===== src/rtl/floatmul_arb_if.sv =====
// Bundle of the requester channels, the broadcast response and the three
// multiplier channels that floatmul_arb sits between.
interface floatmul_arb_if #(
  parameter int N_REQ = 4
);
  logic                         busy;
  logic [N_REQ-1:0]             req_valid;
  logic [N_REQ-1:0][32:0]       req_a;
  logic [N_REQ-1:0][32:0]       req_b;
  logic [N_REQ-1:0]             req_ready;
  logic [N_REQ-1:0]             rsp_valid;
  logic [32:0]                  rsp_payload;
  logic [N_REQ-1:0]             rsp_ready;
  logic                         mul_a_valid;
  logic [32:0]                  mul_a_payload;
  logic                         mul_a_ready;
  logic                         mul_b_valid;
  logic [32:0]                  mul_b_payload;
  logic                         mul_b_ready;
  logic                         mul_o_valid;
  logic [32:0]                  mul_o_payload;
  logic                         mul_o_ready;

  modport slave (
    output busy,
    input  req_valid, req_a, req_b,
    output req_ready,
    output rsp_valid, rsp_payload,
    input  rsp_ready,
    output mul_a_valid, mul_a_payload,
    input  mul_a_ready,
    output mul_b_valid, mul_b_payload,
    input  mul_b_ready,
    input  mul_o_valid, mul_o_payload,
    output mul_o_ready
  );

  modport master (
    input  busy,
    output req_valid, req_a, req_b,
    input  req_ready,
    input  rsp_valid, rsp_payload,
    output rsp_ready,
    input  mul_a_valid, mul_a_payload,
    output mul_a_ready,
    input  mul_b_valid, mul_b_payload,
    output mul_b_ready,
    output mul_o_valid, mul_o_payload,
    input  mul_o_ready
  );
endinterface


===== src/rtl/floatmul_arb.sv =====
// Round-robin sharing of one multiplier among N_REQ requesters; an in-order
// tag FIFO steers each result back to the requester that issued the pair.
module floatmul_arb #(
  parameter int N_REQ           = 4,
  parameter int MAX_OUTSTANDING = 4
) (
  input  logic          clk,
  input  logic          rst,
  floatmul_arb_if.slave bus
);
  localparam int GW = $clog2(N_REQ);
  localparam int PW = $clog2(MAX_OUTSTANDING);

  typedef enum logic {IDLE, ISSUE} state_e;

  state_e                                state_q, state_d;
  logic [GW-1:0]                         grant_q, grant_d;
  logic [GW-1:0]                         rr_q, rr_d;
  logic                                  a_done_q, a_done_d;
  logic                                  b_done_q, b_done_d;
  logic [MAX_OUTSTANDING-1:0][GW-1:0]    tag_q;
  logic [PW-1:0]                         wr_q, rd_q;
  logic [PW:0]                           cnt_q;

  logic          found, a_hs, b_hs, complete, push, pop, fifo_empty, fifo_full;
  logic [GW-1:0] pick, head;

  assign fifo_empty = (cnt_q == '0);
  assign fifo_full  = (cnt_q == (PW+1)'(MAX_OUTSTANDING));
  assign head       = tag_q[rd_q];
  assign a_hs       = bus.mul_a_valid & bus.mul_a_ready;
  assign b_hs       = bus.mul_b_valid & bus.mul_b_ready;
  assign complete   = (state_q == ISSUE) & (a_done_q | a_hs) & (b_done_q | b_hs);
  assign push       = complete;
  assign pop        = ~fifo_empty & bus.mul_o_valid & bus.mul_o_ready;

  // First valid requester at or after rr_q, wrapping.
  always_comb begin : arb_pick
    int idx;
    found = 1'b0;
    pick  = '0;
    idx   = 0;
    for (int k = 0; k < N_REQ; k++) begin
      idx = int'(rr_q) + k;
      if (idx >= N_REQ) idx = idx - N_REQ;
      if (!found && bus.req_valid[idx]) begin
        found = 1'b1;
        pick  = GW'(idx);
      end
    end
  end

  always_ff @(posedge clk) begin
    if (rst) begin
      state_q  <= IDLE;
      grant_q  <= '0;
      rr_q     <= '0;
      a_done_q <= 1'b0;
      b_done_q <= 1'b0;
      tag_q    <= '0;
      wr_q     <= '0;
      rd_q     <= '0;
      cnt_q    <= '0;
    end else begin
      state_q  <= state_d;
      grant_q  <= grant_d;
      rr_q     <= rr_d;
      a_done_q <= a_done_d;
      b_done_q <= b_done_d;
      if (push) begin
        tag_q[wr_q] <= grant_q;
        wr_q        <= wr_q + 1'b1;
      end
      if (pop) rd_q <= rd_q + 1'b1;
      case ({push, pop})
        2'b10:   cnt_q <= cnt_q + 1'b1;
        2'b01:   cnt_q <= cnt_q - 1'b1;
        default: cnt_q <= cnt_q;
      endcase
    end
  end

  always_comb begin
    state_d  = state_q;
    grant_d  = grant_q;
    rr_d     = rr_q;
    a_done_d = a_done_q;
    b_done_d = b_done_q;
    case (state_q)
      IDLE: begin
        // Slot is reserved here, so the push on completion cannot overflow.
        if (found && !fifo_full) begin
          grant_d = pick;
          state_d = ISSUE;
        end
      end
      ISSUE: begin
        if (complete) begin
          state_d  = IDLE;
          rr_d     = (grant_q == GW'(N_REQ-1)) ? '0 : grant_q + 1'b1;
          a_done_d = 1'b0;
          b_done_d = 1'b0;
        end else begin
          a_done_d = a_done_q | a_hs;
          b_done_d = b_done_q | b_hs;
        end
      end
      default: state_d = IDLE;
    endcase
  end

  always_comb begin
    bus.busy          = (state_q != IDLE) | ~fifo_empty;
    bus.mul_a_valid   = 1'b0;
    bus.mul_b_valid   = 1'b0;
    bus.mul_a_payload = '0;
    bus.mul_b_payload = '0;
    bus.req_ready     = '0;
    bus.rsp_valid     = '0;
    bus.rsp_payload   = '0;
    bus.mul_o_ready   = 1'b0;
    if (state_q == ISSUE) begin
      bus.mul_a_valid   = ~a_done_q;
      bus.mul_b_valid   = ~b_done_q;
      bus.mul_a_payload = bus.req_a[grant_q];
      bus.mul_b_payload = bus.req_b[grant_q];
    end
    if (complete) bus.req_ready[grant_q] = 1'b1;
    // With no tag outstanding a result is stalled rather than dropped.
    if (!fifo_empty) begin
      bus.rsp_valid[head] = bus.mul_o_valid;
      bus.rsp_payload     = bus.mul_o_payload;
      bus.mul_o_ready     = bus.rsp_ready[head];
    end
  end
endmodule

===== src/flat_wrapper.sv =====
// flat-port wrapper written by rule: the top's interface ports become plain ports
module floatmul_arb_flat 
#(
  parameter int N_REQ           = 4,
  parameter int MAX_OUTSTANDING = 4
)
  (clk, rst, bus_busy, bus_req_valid, bus_req_a, bus_req_b, bus_req_ready, bus_rsp_valid, bus_rsp_payload, bus_rsp_ready, bus_mul_a_valid, bus_mul_a_payload, bus_mul_a_ready, bus_mul_b_valid, bus_mul_b_payload, bus_mul_b_ready, bus_mul_o_valid, bus_mul_o_payload, bus_mul_o_ready);
  floatmul_arb_if #(.N_REQ(N_REQ)) bus_i ();
  input  logic clk;
  input  logic rst;
  output wire logic [$bits(bus_i.busy)-1:0] bus_busy;
  input wire logic [$bits(bus_i.req_valid)-1:0] bus_req_valid;
  input wire logic [$bits(bus_i.req_a)-1:0] bus_req_a;
  input wire logic [$bits(bus_i.req_b)-1:0] bus_req_b;
  output wire logic [$bits(bus_i.req_ready)-1:0] bus_req_ready;
  output wire logic [$bits(bus_i.rsp_valid)-1:0] bus_rsp_valid;
  output wire logic [$bits(bus_i.rsp_payload)-1:0] bus_rsp_payload;
  input wire logic [$bits(bus_i.rsp_ready)-1:0] bus_rsp_ready;
  output wire logic [$bits(bus_i.mul_a_valid)-1:0] bus_mul_a_valid;
  output wire logic [$bits(bus_i.mul_a_payload)-1:0] bus_mul_a_payload;
  input wire logic [$bits(bus_i.mul_a_ready)-1:0] bus_mul_a_ready;
  output wire logic [$bits(bus_i.mul_b_valid)-1:0] bus_mul_b_valid;
  output wire logic [$bits(bus_i.mul_b_payload)-1:0] bus_mul_b_payload;
  input wire logic [$bits(bus_i.mul_b_ready)-1:0] bus_mul_b_ready;
  input wire logic [$bits(bus_i.mul_o_valid)-1:0] bus_mul_o_valid;
  input wire logic [$bits(bus_i.mul_o_payload)-1:0] bus_mul_o_payload;
  output wire logic [$bits(bus_i.mul_o_ready)-1:0] bus_mul_o_ready;
  assign bus_busy = bus_i.busy;
  assign bus_i.req_valid = bus_req_valid;
  assign bus_i.req_a = bus_req_a;
  assign bus_i.req_b = bus_req_b;
  assign bus_req_ready = bus_i.req_ready;
  assign bus_rsp_valid = bus_i.rsp_valid;
  assign bus_rsp_payload = bus_i.rsp_payload;
  assign bus_i.rsp_ready = bus_rsp_ready;
  assign bus_mul_a_valid = bus_i.mul_a_valid;
  assign bus_mul_a_payload = bus_i.mul_a_payload;
  assign bus_i.mul_a_ready = bus_mul_a_ready;
  assign bus_mul_b_valid = bus_i.mul_b_valid;
  assign bus_mul_b_payload = bus_i.mul_b_payload;
  assign bus_i.mul_b_ready = bus_mul_b_ready;
  assign bus_i.mul_o_valid = bus_mul_o_valid;
  assign bus_i.mul_o_payload = bus_mul_o_payload;
  assign bus_mul_o_ready = bus_i.mul_o_ready;
  floatmul_arb #(.N_REQ(N_REQ), .MAX_OUTSTANDING(MAX_OUTSTANDING)) u_core (.clk(clk), .rst(rst), .bus(bus_i));
endmodule

===== config.mk =====
export PLATFORM = sky130hd
export DESIGN_NAME = floatmul_arb_flat
export DESIGN_NICKNAME = d
export VERILOG_FILES = /design/src/rtl/floatmul_arb_if.sv /design/src/rtl/floatmul_arb.sv /design/src/flat_wrapper.sv
export SDC_FILE = /design/constraint.sdc
export NUM_CORES = 1
export LEC_CHECK = 0
export ABC_AREA = 1
export CORE_AREA = 8 8 157 159
export DETAILED_ROUTE_END_ITERATION = 10
export DIE_AREA = 0 0 165 167
export GPL_ROUTABILITY_DRIVEN = 0
export HOLD_SLACK_MARGIN = 0.05
export SLEW_MARGIN = 20
export SYNTH_ARGS = -nofsm -noshare
export SYNTH_HDL_FRONTEND = slang
export SYNTH_SLANG_ARGS = --single-unit

===== constraint.sdc =====
create_clock -name clk -period 2.7 [get_ports clk]
set_input_delay 0.81 -clock clk [delete_from_list [all_inputs] [get_ports clk]]
set_output_delay 0.81 -clock clk [all_outputs]
set_load 0.005 [all_outputs]

# After elaboration in Yosys (flattened, before gate mapping)
# Index checks and enable logic that the tools add are counted.
[word_totals]
in_bits = 310
word_cells = 126
reg_bits = 22
[op_classes]
n_reduce_logical = 15
add_sub_neg = 12
mux = 54
n_lt_le_gt_ge = 15
eq_ne = 4
bitwise_logic = 14
[op_table]
columns = ["cell", "count"]
rows = [
  ["33-bit two-way mux", 5],
  ["33-bit binary-select mux with 2-bit select", 2],
  ["32-bit by 4-bit less-than comparator with 1-bit output, second input constant", 4],
  ["32-bit two-way mux", 4],
  ["32-bit by 4-bit >= comparator with 1-bit output, second input constant", 3],
  ["32-bit by 4-bit subtractor with 32-bit output, second input constant", 3],
  ["1-bit two-way mux", 22],
  ["2-bit two-way mux", 7],
  ["2-bit by 3-bit less-than comparator with 1-bit output, second input constant", 4],
  ["1-bit binary-select mux with 2-bit select", 5],
  ["8-bit bitwise mux", 1],
  ["4-bit two-way mux", 2],
  ["1-bit logical AND", 7],
  ["2-bit by 1-bit adder with 2-bit output, second input constant", 3],
  ["2-bit by 2-bit adder with 3-bit output, second input constant", 2],
  ["1-bit AND", 6],
  ["2-bit by 1-bit >= comparator with 1-bit output, second input constant", 3],
  ["3-bit case mux with 2 select lines", 1],
  ["4-bit AND", 1],
  ["2-bit binary-select mux with 2-bit select", 1],
  ["1-bit demux with 2-bit select", 2],
  ["2-bit demux with 2-bit select", 1],
  ["2-bit equality test, second input constant", 2],
  ["1-bit zero test", 4],
  ["other kinds (13)", 19],
]

# Depth between registers and ports, before layout
[logic_depth]
word_depth = 18
depth_mapped = 16

# Worst setup path after synthesis
# Ideal clock, no wire load.
[synth_timing]
path_type = "input -> register"
startpoint = "input bus_mul_a_ready"
endpoint = "register u_core.cnt_q[2]"
setup_time_ns = 0.122
slack_ns = 0.200
t_arrival_ns = 2.378
stages = 13
cell_sequence = "a21oi_1 -> nor2_1 -> inv_1 -> nor2_1 -> inv_1 -> buf_2 -> ha_1 -> inv_1 -> fa_1 -> a21oi_1 -> o21ai_0 -> o21ai_0 -> a21oi_1"
[synth_via]
elab_chain_cells = 6
[synth_rtl]
columns = ["item", "line_no", "rtl"]
rows = [
  ["start: declaration", "flat_wrapper.sv:21", "input wire logic [$bits(bus_i.mul_a_ready)-1:0] bus_mul_a_ready;"],
  ["1-bit AND *", "floatmul_arb.sv:31", "assign a_hs = bus.mul_a_valid & bus.mul_a_ready;"],
  ["1-bit bitwise OR *", "floatmul_arb.sv:33", "assign complete = (state_q == ISSUE) & (a_done_q | a_hs) & (b_done_q | b_hs);"],
  ["1-bit AND * (2 in series)", "floatmul_arb.sv:33", ""],
  ["2-bit by 1-bit equality test with 1-bit output / 2-bit equality test (equally long branches)", "floatmul_arb.sv:75", "case ({push, pop})"],
  ["3-bit case mux with 2 select lines / 2-bit nonzero test (equally long branches)", "n/a", ""],
  ["end signal: assignment", "floatmul_arb.sv:76", "2'b10: cnt_q <= cnt_q + 1'b1;"],
  ["end signal: assignment", "floatmul_arb.sv:77", "2'b01: cnt_q <= cnt_q - 1'b1;"],
  ["end signal: assignment", "floatmul_arb.sv:78", "default: cnt_q <= cnt_q;"],
  ["end: declaration", "floatmul_arb.sv:23", "logic [PW:0] cnt_q;"],
]
# Mark *: on every way between the ends. The rest lies on a longest branch, timed or not.
# A chain may end at the register's enable or synchronous reset.

# Worst setup path after layout
[layout_timing]
startpoint = "input bus_mul_o_valid"
endpoint = "output bus_rsp_valid[3]"
[layout_via]
elab_chain_cells = 2
[layout_rtl]
columns = ["item", "line_no", "rtl"]
rows = [
  ["start: declaration", "flat_wrapper.sv:25", "input wire logic [$bits(bus_i.mul_o_valid)-1:0] bus_mul_o_valid;"],
  ["4-bit AND (no source line)", "n/a", ""],
  ["4-bit two-way mux", "floatmul_arb.sv:130", "if (!fifo_empty) begin"],
  ["end: declaration", "flat_wrapper.sv:16", "output wire logic [$bits(bus_i.rsp_valid)-1:0] bus_rsp_valid;"],
]
# No other way between the ends.

==> impl_metrics.toml <==
[timing]
tns_ns = 0
slew_headroom_pct = 65.0
period_needed_ns = 2.67
fin_crit_sh_pct = 98.8
finalSetupViolCount = 0
max_freq_mhz = 375
hold_viol_final = 0
slew_viol_final = 0
grt_setup_unrepaired = "yes"
tightest_slew_ns = 0.524
clock_skew_ns = 0.00568

[synth]
yosys.cell_types.count = 27
async_flop_share_pct = 0
synth_top_cell_area_share_pct = 29.6
syn_nets = 1128
yosys_warnings = 0
synth_seq_cells = 22
synth_top_area_cell = "nor2_1"
ys_seq_area_share_pct = 11.1
synth_edf_count = 0
syn_inst = 808
synth_flop_cell = "dfxtp_1"
syn_avg_cell_area_um2 = 4.89
synthTopCellsByCount = "312 x nor2_1, 146 x o21ai_0, 89 x a21oi_1, 64 x inv_1, 51 x nand2_1"
netlist_area_um2 = 3950
synth_area_leaders = "nor2_1 30%, o21ai_0 18%, a21oi_1 11%"
synth_most_common_cell = "nor2_1"

[place]
portBuffers = 420
postPlaceCellArea_um2 = 8680
place_hpwl_mm = 21.4
dp_cells = 1491

[floorplan]
io_pins = 421
die_h_um = 167
core_um2 = 22200
start_util_pct = 17.8
dieArea_um2 = 27600
rows = 55
die_x_um = 165

[critical_path]
cp_data_arrival_time_ns = 1.86
critPathLaunch = "bus_mul_o_valid"
cp_slowest_cell = "clkdlybuf4s50_1"
crit_fanout = 4
cp_data_required_time_ns = 1.89
endpoint_kind = "output pin"
crit_type = "primary input to output pin"
slowest_delay_ns = 0.50
start_kind = "primary input"
cp_cell_sequence = "clkdlybuf4s50_1 -> nand2_2 -> nor3_1 -> dlygate4sd2_1"
crit-reg2reg-launch = "u_core.rd_q[1]"

[final_layout]
n_fill_cell = 2468
utilization_pct = 38.5
fin_cells = 1502
nets = 1535
syn2layout_area_growth_pct = 117
drive_above_1_share_pct = 13.7
design_area_um2 = 8560

[grt]
gr-total-overflow = 0
grt_pass1_vias = 6452
grt_antenna_before_repair = 5
grt_usage_pct = 17.3
grt_pass1_wl_mm = 37.5
grt_max_degree = 61

[drt]
wl_per_cell_um = 17.1
avgViaCountPerCell = 4.39
drcViolationCount = 0
vias = 6593
drt_iter0_drc = 317
wl_mm = 25.6
ant_nets = 0
dr.pass1.iters = 4

[clock_network]
cts_made_buffers = 3
tritoncts = "yes"
clock_sinks = 22
root_buffer = "clkbuf_16"
cts_buffer_depth = 2
ctsHtreeMaxLevel = 1
clk_latency_ns = 0.26
cts.clk_slew.worst_paths_ns = 0.06

[power_and_ir_drop]
p_leak_uw = 0.00390
total_power_uw = 2640
power_density_nw_per_um2 = 309
vdd_drop_max_uv = 215

[status]
status = "finished clean"

[job]
cap_violations = 0

[min_path]
hold_start = "u_core.tag_q[4]"
hold_class = "flip-flop to flip-flop"
-- registers in the layout, summed over array words and instances, names as in the netlist --
register / flops
u_core.cnt_q: 3
u_core.a_done_q: 1
u_core.grant_q: 2
u_core.state_q: 1
u_core.rr_q: 2
u_core.wr_q: 2
u_core.tag_q: 8
u_core.rd_q: 2
u_core.b_done_q: 1
-- critical path: cells and delay by family --
kind	cells	cell delay, ns
buf+inv	2	0.76
simple gates	2	0.29
-- metal layers --
metal / share of wire [%] / up-vias / GRT usage [%]
li1: - / 3401 / -
met1: 38 / 2877 / 19.7
met2: 51 / 285 / 31.4
met3: 9.8 / 26 / 5.18
met4: 1.3 / 4 / 3.02
met5: 0.090 / - / 0
-- what timing repair did --
| action | CTS | global route |
|---|---|---|
| pin swaps | 13 | 37 |
| hold buffers | 0 | 0 |
| hold endpoints to repair | 0 | 0 |
| setup buffers | 3 | 2 |
| gates resized for setup | 214 | 127 |
| endpoints found under the setup margin | 108 | 73 |
-- worst paths after layout --
path                       to  slack [ns]  cells past startpoint
min reg2reg   u_core.tag_q[4]        0.47                      2
min           u_core.tag_q[4]        0.47                      2
max reg2reg   u_core.cnt_q[2]        0.31                     15
max          bus_rsp_valid[3]        0.03                      4
-- cell families after synthesis --
group,Yosys count,synth area share (%)
simple gates,399,39.9
flops,22,11.1
compound gates,244,31.7
buf+inv,131,13.3
fa+ha+maj,10,3.35
xor+xnor,2,0.633
-- cells in the final DEF, fill, tap and decap left out, drive strengths merged, types with 3 or more instances in the layout --
cell type / netlist / final
nor3: 6 / 6
a21oi: 89 / 89
o21ai: 154 / 154
diode: 0 / 3
clkdlybuf4s50: 0 / 304
inv: 69 / 68
buf: 22 / 68
nor2: 314 / 314
dfxtp: 22 / 22
clkdlybuf4s15: 0 / 3
nand2: 54 / 54
nand3: 22 / 22
ha: 9 / 9
dlymetal6s2s: 0 / 7
clkbuf: 39 / 47
dlygate4sd2: 0 / 37
-- power by group --
group          total (uW)  switching [uW]  internal (uW)
combinational        1850             899            954
sequential            373            31.3            342
clock                 417             123            295
-- through the flow --
| stage | setup slack (ns) | hold slack (ns) |
|---|---|---|
| final | 0.0320 | 0.473 |
| after detailed placement | -0.640 | 0.466 |
| after global placement | -0.643 | 0.458 |
| after global routing | -0.0167 | 0.502 |
| after floorplan | 0.200 | 0.439 |
| after CTS | 0.00109 | 0.476 |
-- area by class of cell --
cell class | count | area (um2) | share of cell area [%]
antenna | 3 | 7.51 | 0.0877
clock buffer | 3 | 75.1 | 0.877
clock inverter | 1 | 30.0 | 0.351
inverter | 70 | 264 | 3.08
multi-input combinational | 655 | 3080 | 36.0
sequential | 22 | 445 | 5.20
tap | 285 | 357 | 4.16
timing repair buffer | 463 | 4300 | 50.3
Note: power is estimated with default switching activity, not from simulation.
==> variant: new RTL, config.mk and constraints unchanged <==
`N_REQ` is set to 4 in 3 places; all go to 2.
--- a/src/rtl/floatmul_arb_if.sv
+++ b/src/rtl/floatmul_arb_if.sv
@@ -3,3 +3,3 @@
 interface floatmul_arb_if #(
-  parameter int N_REQ = 4
+  parameter int N_REQ = 2
 );
--- a/src/rtl/floatmul_arb.sv
+++ b/src/rtl/floatmul_arb.sv
@@ -3,3 +3,3 @@
 module floatmul_arb #(
-  parameter int N_REQ           = 4,
+  parameter int N_REQ           = 2,
   parameter int MAX_OUTSTANDING = 4
--- a/src/flat_wrapper.sv
+++ b/src/flat_wrapper.sv
@@ -3,3 +3,3 @@
 #(
-  parameter int N_REQ           = 4,
+  parameter int N_REQ           = 2,
   parameter int MAX_OUTSTANDING = 4
Ports: changed (6 resized); port bits go from 421 to 281. The function was not compared with the original's and may differ.
==> variant against the unedited design <==
Routed wire length fell by 51%. Cell count is 35% lower. Count of clock-buffer cells in the layout grew 1. Sequential cell count is 6 lower. Total power decreased by 50%. Setup slack better by 0.046 ns. Area after synthesis shrank 46%. Design area is 38% lower. Largest cell class unchanged.
==> variant: results (changes against the unedited design) <==
WL/cell - 12.9 microns (was 17.1 microns)
Least-Margin Pin Slew - 0.279 ns (was 0.524 ns)
Iter 0 DRT Violations - 219 (was 317)
Worst-Skew Late Latency - 0.24 ns (was 0.26 ns)
P_leak - 0.00264 uW (was 0.00390 uW)
top cells by area, synth - nor2_1 32%, o21ai_0 16%, dfxtp_1 15%, inv_1 8.3%, nand2_1 3.0% (was nor2_1 30%, o21ai_0 18%, a21oi_1 11%, dfxtp_1 11%, inv_1 6.1%)
Worst Clk Skew - 0.00221 ns (was 0.00568 ns)
Syn Nets - 591 (was 1128)
Data arrival, critical path - 1.81 ns (was 1.86 ns)
critical-path maximum fanout - 1 (was 4)
layout cells sized above 1 - 7.15% (was 13.7%)
status - completed (unchanged)
Net count, final - 866 (was 1535)
post-detail-place hpwl - 10500 microns (was 21400 microns)
Cells after DPL - 966 (was 1491)
Largest regs - u_core.tag_q (4), u_core.cnt_q (3) (was u_core.tag_q (8), u_core.cnt_q (3))
final WL - 12500 microns (was 25600 microns)
Tot GR Track Use - 8.47% (was 17.3%)
largest net degree at the start of global routing - 59 (was 61)
vias in the first global route - 3325 (was 6452)
first-pass GRT wire length - 18900 microns (was 37500 microns)
diode count - 0 (was 3)
Post-Syn Instances - 411 (was 808)
initial antenna violation count - 0 (was 5)
pre-CTS WS - -0.338 ns (was -0.640 ns)
post-CTS setup buffer count - 0 (was 3)
## variant: changes by cell type after synthesis, moves of 7 or more
cell	delta
nand3_1	-19
a21oi_1	-78
nand2_1	-34
o21ai_2	-7
o21ai_1	+7
clkbuf_1	-24
nor2_1	-129
o21ai_0	-80
inv_1	-17
## variant: cell families after synthesis
group | count (synthesis) | share of synthesized area (%)
buffers and inverters | 78 | 14.9
and+or+nand+nor | 221 | 43.7
AOI/OAI and AO/OA | 90 | 22.4
adders and majority gates | 6 | 3.90
DFF | 16 | 15.1
## variant: metal layers
layer | track usage (%) | vias up | share of wire (%)
met1 | 9.46 | 1453 | 37
li1 | - | 1809 | -
met3 | 2.24 | 8 | 7.9
met4 | 0.980 | 0 | 0.95
met2 | 15.9 | 105 | 54
met5 | 0 | - | 0
## variant: cell type report
class / count / area [sq um]
fill: 2520 / 16900
timing repair buffer: 297 / 2850
multi-input combinational: 317 / 1520
tap: 285 / 357
sequential: 16 / 323
inverter: 51 / 194
clock buffer: 4 / 88.8
## variant: worst min-delay path, cell delays in order (launching register included)
cell and delay (ns):
dfxtp_1 0.31, inv_1 0.06, a211oi_1 0.07
## variant: final timing paths
| kind | from | cells after the start | endpoint | slack (ns) |
|---|---|---|---|---|
| worst min-delay path | u_core.tag_q[3] | 2 | u_core.tag_q[3] | 0.49 |
| worst max register to register | u_core.rd_q[0] | 14 | u_core.cnt_q[2] | 0.55 |
| worst max-delay path | bus_req_a[32] | 4 | bus_mul_a_payload[32] | 0.08 |
| worst min register to register | u_core.tag_q[3] | 2 | u_core.tag_q[3] | 0.49 |
## variant: timing repair
| action | CTS | global route |
|---|---|---|
| gates resized for setup | 107 | 9 |
| setup endpoints to repair | 104 | 1 |
| pin swaps | 7 | 4 |
## variant: power breakdown
part           leakage (uW)  total [uW]  internal (uW)  switching [uW]
sequential         0.000130         259            246            12.3
combinational       0.00247         744            434             310
clock             0.0000442         317            225            91.6
## variant: metrics by stage
stage | utilization (%) | power, uW | area [sq um] | hold WS, ns
after floorplan | - | 519 | 2120 | 0.454
after global placement | 24.0 | 1100 | 5340 | 0.477
after detailed placement | 24.0 | 1100 | 5340 | 0.475
after CTS | 23.9 | 1340 | 5300 | 0.488
after global routing | 24.0 | 1420 | 5330 | 0.509
final | 24.0 | 1320 | 5330 | 0.487
